`src/rtl/seq_mult4_pkg.sv`:
```
// Shared definitions for the sequential shift-and-add multiplier:
// controller state encoding and the operand width legality check.
package seq_mult4_pkg;

    typedef enum logic [1:0] {
        ST_IDLE = 2'd0,
        ST_RUN  = 2'd1,
        ST_DONE = 2'd2
    } state_e;

    localparam int WIDTH_MIN = 2;
    localparam int WIDTH_MAX = 8;

    function automatic bit width_ok(input int w);
        return (w >= WIDTH_MIN) && (w <= WIDTH_MAX);
    endfunction

endpackage

```
`src/rtl/seq_mult4_adder.sv`:
```
// Ripple-carry partial-product adder: one full-adder cell per bit,
// chained through the carry.
module seq_mult4_adder #(
    parameter int WIDTH = 4
) (
    input  logic [WIDTH-1:0] x_i,
    input  logic [WIDTH-1:0] y_i,
    input  logic             cin_i,
    output logic [WIDTH-1:0] sum_o,
    output logic             cout_o
);

    logic [WIDTH:0] carry;

    assign carry[0] = cin_i;

    for (genvar i = 0; i < WIDTH; i++) begin : g_fa
        assign sum_o[i]     = x_i[i] ^ y_i[i] ^ carry[i];
        assign carry[i + 1] = (x_i[i] & y_i[i]) | (carry[i] & (x_i[i] ^ y_i[i]));
    end

    assign cout_o = carry[WIDTH];

endmodule

```
`src/rtl/seq_mult4.sv`:
```
// Sequential unsigned shift-and-add multiplier, WIDTH x WIDTH -> 2*WIDTH.
// One partial product per cycle; start/busy/done handshake frames each operation.
module seq_mult4
    import seq_mult4_pkg::*;
#(
    parameter int WIDTH = 4
) (
    input  logic                 clk_i,
    input  logic                 reset_i,
    input  logic                 start_i,
    input  logic [WIDTH-1:0]     a_i,
    input  logic [WIDTH-1:0]     b_i,
    output logic                 busy_o,
    output logic                 done_o,
    output logic [2*WIDTH-1:0]   product_o
);

    localparam int CW = $clog2(WIDTH + 1);

    if (!width_ok(WIDTH)) begin : g_width_check
        $error("seq_mult4: WIDTH must be within 2..8");
    end

    state_e               state_q, state_d;
    logic [WIDTH-1:0]     m_q, m_d;
    logic [WIDTH-1:0]     acc_q, acc_d;
    logic [WIDTH-1:0]     q_q, q_d;
    logic [CW-1:0]        cnt_q, cnt_d;
    logic [2*WIDTH-1:0]   product_q, product_d;

    logic [WIDTH-1:0]     addend;
    logic [WIDTH-1:0]     sum;
    logic                 carry;

    assign addend = q_q[0] ? m_q : '0;

    seq_mult4_adder #(.WIDTH(WIDTH)) u_adder (
        .x_i    (acc_q),
        .y_i    (addend),
        .cin_i  (1'b0),
        .sum_o  (sum),
        .cout_o (carry)
    );

    // The add carry is shifted straight into A's MSB in the same edge, so the
    // carry flop would always hold zero afterwards; it is not kept separately.
    always_comb begin
        state_d   = state_q;
        m_d       = m_q;
        acc_d     = acc_q;
        q_d       = q_q;
        cnt_d     = cnt_q;
        product_d = product_q;

        case (state_q)
            ST_IDLE: begin
                if (start_i) begin
                    m_d     = a_i;
                    q_d     = b_i;
                    acc_d   = '0;
                    cnt_d   = CW'(WIDTH);
                    state_d = ST_RUN;
                end
            end
            ST_RUN: begin
                acc_d = {carry, sum[WIDTH-1:1]};
                q_d   = {sum[0], q_q[WIDTH-1:1]};
                cnt_d = cnt_q - CW'(1);
                if (cnt_q == CW'(1)) begin
                    product_d = {acc_d, q_d};
                    state_d   = ST_DONE;
                end
            end
            ST_DONE: begin
                state_d = ST_IDLE;
            end
            default: begin
                state_d = ST_IDLE;
            end
        endcase
    end

    always_ff @(posedge clk_i) begin
        if (reset_i) begin
            state_q   <= ST_IDLE;
            m_q       <= '0;
            acc_q     <= '0;
            q_q       <= '0;
            cnt_q     <= '0;
            product_q <= '0;
        end else begin
            state_q   <= state_d;
            m_q       <= m_d;
            acc_q     <= acc_d;
            q_q       <= q_d;
            cnt_q     <= cnt_d;
            product_q <= product_d;
        end
    end

    assign busy_o    = (state_q == ST_RUN);
    assign done_o    = (state_q == ST_DONE);
    assign product_o = product_q;

endmodule

```
`config.mk`:
```
export PLATFORM = sky130hd
export DESIGN_NAME = seq_mult4
export DESIGN_NICKNAME = d
export VERILOG_FILES = /design/src/rtl/seq_mult4_pkg.sv /design/src/rtl/seq_mult4_adder.sv /design/src/rtl/seq_mult4.sv
export SDC_FILE = /design/constraint.sdc
export NUM_CORES = 1
export LEC_CHECK = 0
export ABC_AREA = 1
export CAP_MARGIN = 20
export CORE_AREA = 2 2 53 55
export CTS_BUF_LIST = sky130_fd_sc_hd__clkbuf_16
export DETAILED_ROUTE_END_ITERATION = 7
export DIE_AREA = 0 0 55 57
export PLACE_DENSITY = 0.75
export SYNTH_ARGS = -nofsm -noshare
export SYNTH_HDL_FRONTEND = slang
export SYNTH_SLANG_ARGS = --single-unit
```
`constraint.sdc`:
```
create_clock -name clk_i -period 3.05 [get_ports clk_i]
set_clock_uncertainty 0.15 [all_clocks]
set_input_delay 0.61 -clock clk_i [delete_from_list [all_inputs] [get_ports clk_i]]
set_output_delay 0.61 -clock clk_i [all_outputs]
set_load 0.005 [all_outputs]
```
---- Word-level counts from Yosys, hierarchy flattened ----
Cells that the tools add are included.
operators by class
  add/subtract/negate cells ............... 1
  eq/ne operators ......................... 5
  mux-type cells .......................... 10
  bitwise gates (word level) .............. 17
  reduce and logical (&&, ||, !) cells .... 6
operators by type and width
  operator                                                number
  one-hot mux 4 bit (2 select lines)                      2
  2-to-1 mux 4 bit                                        3
  AND reduction 2 bit                                     4
  bitwise AND 1 bit                                       7
  bitwise XOR 1 bit                                       7
  one-hot mux 3 bit (2 select lines)                      1
  2-to-1 mux 2 bit                                        2
  one-hot mux 2 bit (2 select lines)                      1
  == test 3 x 1 -> 1 bit (second input constant)          1
  2-to-1 mux 3 bit                                        1
  bitwise OR 1 bit                                        3
  subtractor 3 x 1 -> 3 bit (second input constant)       1
  == test 2 x 1 -> 1 bit (second input constant)          1
  == test 2 bit (second input constant)                   1
  logical NOT 2 bit                                       1
  inequality test 2 x 1 -> 1 bit (second input constant)  1
  inequality test 2 bit (second input constant)           1
  nonzero test 2 bit                                      1
storage, ports and cells
  register bits after elaboration ......... 25
  input bits .............................. 11
  output and inout port bits .............. 10
  logic and storage cells ................. 45

---- Longest topological paths before layout ----
  depth in word-level cells ............... 9
  gate-level depth with buffers ........... 12
  mapped depth without buffers ............ 12

---- Cells and area by module ----
From an unflattened synthesis, not the netlist that was laid out.
second synthesis, totals
  cell total of the unflattened synthesis .. 181
  area, all modules ....................... 1288.7 µm²
by module, submodules not included
  module           instances  cells an instance  area an instance (µm²)  seq. area each (µm²)
  seq_mult4        1          167                1171.1                  500.5
  seq_mult4_adder  1          14                 117.6                   0.0

---- Worst setup path after synthesis ----
OpenSTA, ideal clock, no wires.
  path type ............................... flip-flop to flip-flop
  start ................................... register q_q[0]
  end ..................................... register acc_q[2]
  setup time .............................. 121 ps
  arrival time ............................ 1837 ps
  data required time ...................... 2779 ps
  slack ................................... 942 ps
  cell stages (with the launch flop) ...... 13
  buffers on the path ..................... 0
  period minus slack after synthesis ...... 2108 ps
  path through ............................ dfxtp_1 -> nand2_1 -> inv_1 -> ha_1 -> inv_1 -> fa_1 -> inv_1 -> fa_1 -> inv_1 -> fa_1 -> inv_1 -> nand2_1 -> a21oi_2
between the ends
  word-level cells in the longest chain between the ends .. 8
  elaborated cells between the ends (all ways) .. 13
  those cells by class .................... 2 x mux; 11 x bitwise
RTL lines
  what                                                    line                   source
  start: declaration                                      seq_mult4.sv:27        logic [WIDTH-1:0] q_q, q_d;
  start signal: assignment                                seq_mult4.sv:95        q_q <= q_d;
  2-to-1 mux 4 bit (*)                                    seq_mult4.sv:35        assign addend = q_q[0] ? m_q : '0;
  bitwise AND 1 bit or bitwise XOR 1 bit (tied branches)  seq_mult4_adder.sv:19  assign carry[i + 1] = (x_i[i] & y_i[i]) | (carry[i] & (x_i[i] ^ y_i[i]));
  bitwise AND 1 bit                                       seq_mult4_adder.sv:19
  bitwise OR 1 bit                                        seq_mult4_adder.sv:19
  bitwise AND 1 bit                                       seq_mult4_adder.sv:19
  bitwise OR 1 bit                                        seq_mult4_adder.sv:19
  bitwise XOR 1 bit (*)                                   seq_mult4_adder.sv:18  assign sum_o[i] = x_i[i] ^ y_i[i] ^ carry[i];
  one-hot mux 4 bit (2 select lines) (*)                  seq_mult4.sv:55        case (state_q)
  end signal: assignment                                  seq_mult4.sv:87        acc_q <= '0;
  end signal: assignment                                  seq_mult4.sv:94        acc_q <= acc_d;
  end: declaration                                        seq_mult4.sv:26        logic [WIDTH-1:0] acc_q, acc_d;
Every way passes the cells marked *; elsewhere a longest branch is shown, timed or not.
A chain may end at the register's enable or synchronous reset.

---- Worst setup path after layout ----
  start ................................... register state_q[0]
  end ..................................... output port busy_o
between the ends
  word-level cells in the longest chain between the ends .. 1
RTL lines
  what                      line              source
  start: declaration        seq_mult4.sv:24   state_e state_q, state_d;
  start signal: assignment  seq_mult4.sv:92   state_q <= state_d;
  == test 2 x 1 -> 1 bit    seq_mult4.sv:101  assign busy_o = (state_q == ST_RUN);
  end: declaration          seq_mult4.sv:13   output logic busy_o,
Every way passes these cells.

==> impl_metrics.ini <==
[global_routing]
grt_first_pass_wirelength_mm = 4.471
grt_pass1_vias = 1078
grt_antenna_before_repair = 0
groute.usage.overall_pct = 19.51
grt-ovfl-total = 0
grt_max_degree = 19

[setup_path]
worstRegToRegCells = 12
crit_end = busy_o
crit_fanout = 8
required_ns = 2.29
critical_path_cell_count = 3
slowest_stage = dfxtp_1
cp_top_family = buffers and inverters
cp-end-kind = output port
regToRegStartpoint = q_q[0]
critical_path_class = flop to output port
critPathLaunch = state_q[0]
worstPathArrival_ns = 1.66
cp_slowest_stage_delay_ns = 0.54
setup.worst_path.start_class = flop
crit_buf_inv = 2
reg2reg_to = acc_q[2]
path_cells = nand2_4 > inv_2 > clkdlybuf4s50_1
r2r_setup_slack_ns = 0.77

[clock_tree]
cts_tree = yes
clockRootBuffer = clkbuf_16
cts_hold_buf = 0
cts_num_sinks = 25
h-tree-depth = 1
cts.clk_slew.worst_paths_ns = 0.06
cts_setup_buffers = 0
numCtsBuffers = 3
clk-insertion-delay-late_ns = 0.26
cts_resized = 0
clockBufferDepth = 2

[pwr]
pwr-share-seq_pct = 47.6
power_density_mw_per_mm2 = 488.2
p_comb_share_pct = 13.7
p_switching_uw = 194.4
p_int_uw = 562.5
total_power_uw = 756.9
clkPwrFrac_pct = 38.8
p_sw_share_pct = 25.69
p_leak_nw = 0.7220
vdd_drop_max_mv = 0.2968

[job]
cap_violations = 0

[layout]
nets = 214
drive_above_1_share_pct = 10.71
final_util_pct = 59.28
fill_cells = 238
multi_input_area_um2 = 608.1
antenna-diode-count = 0
syn2layout_area_growth_pct = 22.80
seq_area_um2 = 500.5

[yosys]
ys_types = 19
ys.flop_type = dfxtp_1
yosysTopAreaCell = dfxtp_1
syn_area_mm2 = 0.001262
synthesis.nets = 193
synthArstFlopShare_pct = 0
synth.top_cell.area_share_pct = 39.64
yosysMostFrequentCell = nand2_1
synth-edff-count = 0
synth_common_cells = nand2_1 (46), nor2_1 (31), inv_1 (27), dfxtp_1 (25), nand3_1 (12)
ys.warnings.count = 0
synth.area.top_cells = dfxtp_1 (40%), nand2_1 (14%), nor2_1 (9.2%)
avgSynthCellArea_um2 = 7.173
seq_area_frac_synth_pct = 39.64
synth_seq_cells = 25
synthCells = 176

[floorplanning]
rows = 19
start_util_pct = 48.28
die_y_um = 57
ioPinCount = 21
chipWidth_um = 55
die-area_mm2 = 0.003135
core_mm2 = 0.002615

[outcome]
status = completed

[sta]
drv_slew = 0
fin_crit_ns = 2.419
rsz0062_at_grt = no
fin_ws_ns = 0.6308
finalSetupTns_ns = 0
max_freq_mhz = 413.4
period_share_pct = 79.32
setup_viol = 0
tightest_slew_ns = 0.4720
hold_viol_final = 0
slew_headroom_pct = 68.42

[placed_design]
place_ws_ns = 0.7930
port_buffers = 20
globalplace.congestion = 0.8081
hpwl_mm = 1.881

[route]
post_drt_wl_per_cell_um = 11.57
via_per_inst = 4.736
finalWirelength_mm = 2.626
drc_errors = 0
dr.pass1.iters = 4
drt-initial-drc-count = 13
via_count = 1075
antenna_left = 0

[worst_hold_path]
hp-class = flop to flop
power by group through the flow:
stage | logic, mW | clock network (mW) | registers (mW)
2_1_floorplan | 0.0799 | 0 | 0.360
3_3_place_gp | 0.0994 | 0 | 0.366
3_5_place_dp | 0.104 | 0 | 0.367
4_1_cts | 0.105 | 0.291 | 0.360
5_1_grt | 0.118 | 0.311 | 0.362
6_report | 0.104 | 0.293 | 0.360
cell families after synthesis:
family / Yosys count / share of synthesized area [%]
compound gates: 12 / 7.135
simple gates: 96 / 32.61
flops: 25 / 39.64
fa+ha+maj: 6 / 7.731
buf+inv: 36 / 12.19
xor+xnor: 1 / 0.6939
layout by cell type (no fill, tap or decap), drive strengths merged:
cell type,instances
xor2,1
clkbuf,3
nor2,32
fa,3
buf,1
nand2,52
inv,32
clkdlybuf4s50,20
dfxtp,25
o21ai,6
ha,3
a21oi,6
nand3,12
flip-flops by register name, indices dropped and copies added, names as in the netlist:
signal,flops
product_o,8
acc_q,4
state_q,2
cnt_q,3
q_q,4
m_q,4
metal layers:
| metal | part of all wire (%) | wire length [µm] | vias up | GRT usage, % |
|---|---|---|---|---|
| li1 | - | - | 561 | - |
| met1 | 44 | 1161 | 485 | 23.32 |
| met3 | 3.4 | 89 | 7 | 3.403 |
| met2 | 50 | 1317 | 22 | 33.16 |
| met4 | 2.2 | 59 | 0 | 8.711 |
| met5 | 0 | 0 | - | 0 |
cell type report:
cell class | count | share of cell area (%)
Tap cell | 31 | 2.502
Clock inverter | 1 | 0.2421
Sequential cell | 25 | 32.28
Timing Repair Buffer | 21 | 13.40
Multi-Input combinational cell | 115 | 39.23
Clock buffer | 3 | 4.843
Inverter | 31 | 7.506
worst min-delay path, stage by stage, from the launching register on:
cell	delay [ns]
dfxtp_1	0.32
nand2_2	0.07
a21oi_2	0.04
worst min path at each step:
| stage | from | endpoint | slack [ns] | cells after the start |
|---|---|---|---|---|
| detailed placement | cnt_q[1] | cnt_q[1] | 0.31 | 2 |
| global route | cnt_q[1] | cnt_q[1] | 0.34 | 2 |
| floorplan | acc_q[1] | acc_q[1] | 0.29 | 2 |
| global placement | acc_q[3] | acc_q[3] | 0.31 | 2 |
| CTS | cnt_q[1] | cnt_q[1] | 0.32 | 2 |
| finish | cnt_q[1] | cnt_q[1] | 0.32 | 2 |
per-stage QoR:
stage	hold slack [ns]	area, µm²	cells
2_1_floorplan	0.2938	1262	176
3_3_place_gp	0.3050	1471	223
3_5_place_dp	0.3131	1471	223
4_1_cts	0.3238	1550	227
5_1_grt	0.3396	1550	227
6_report	0.3215	1550	227
Note: power is estimated with default switching activity, not from simulation.
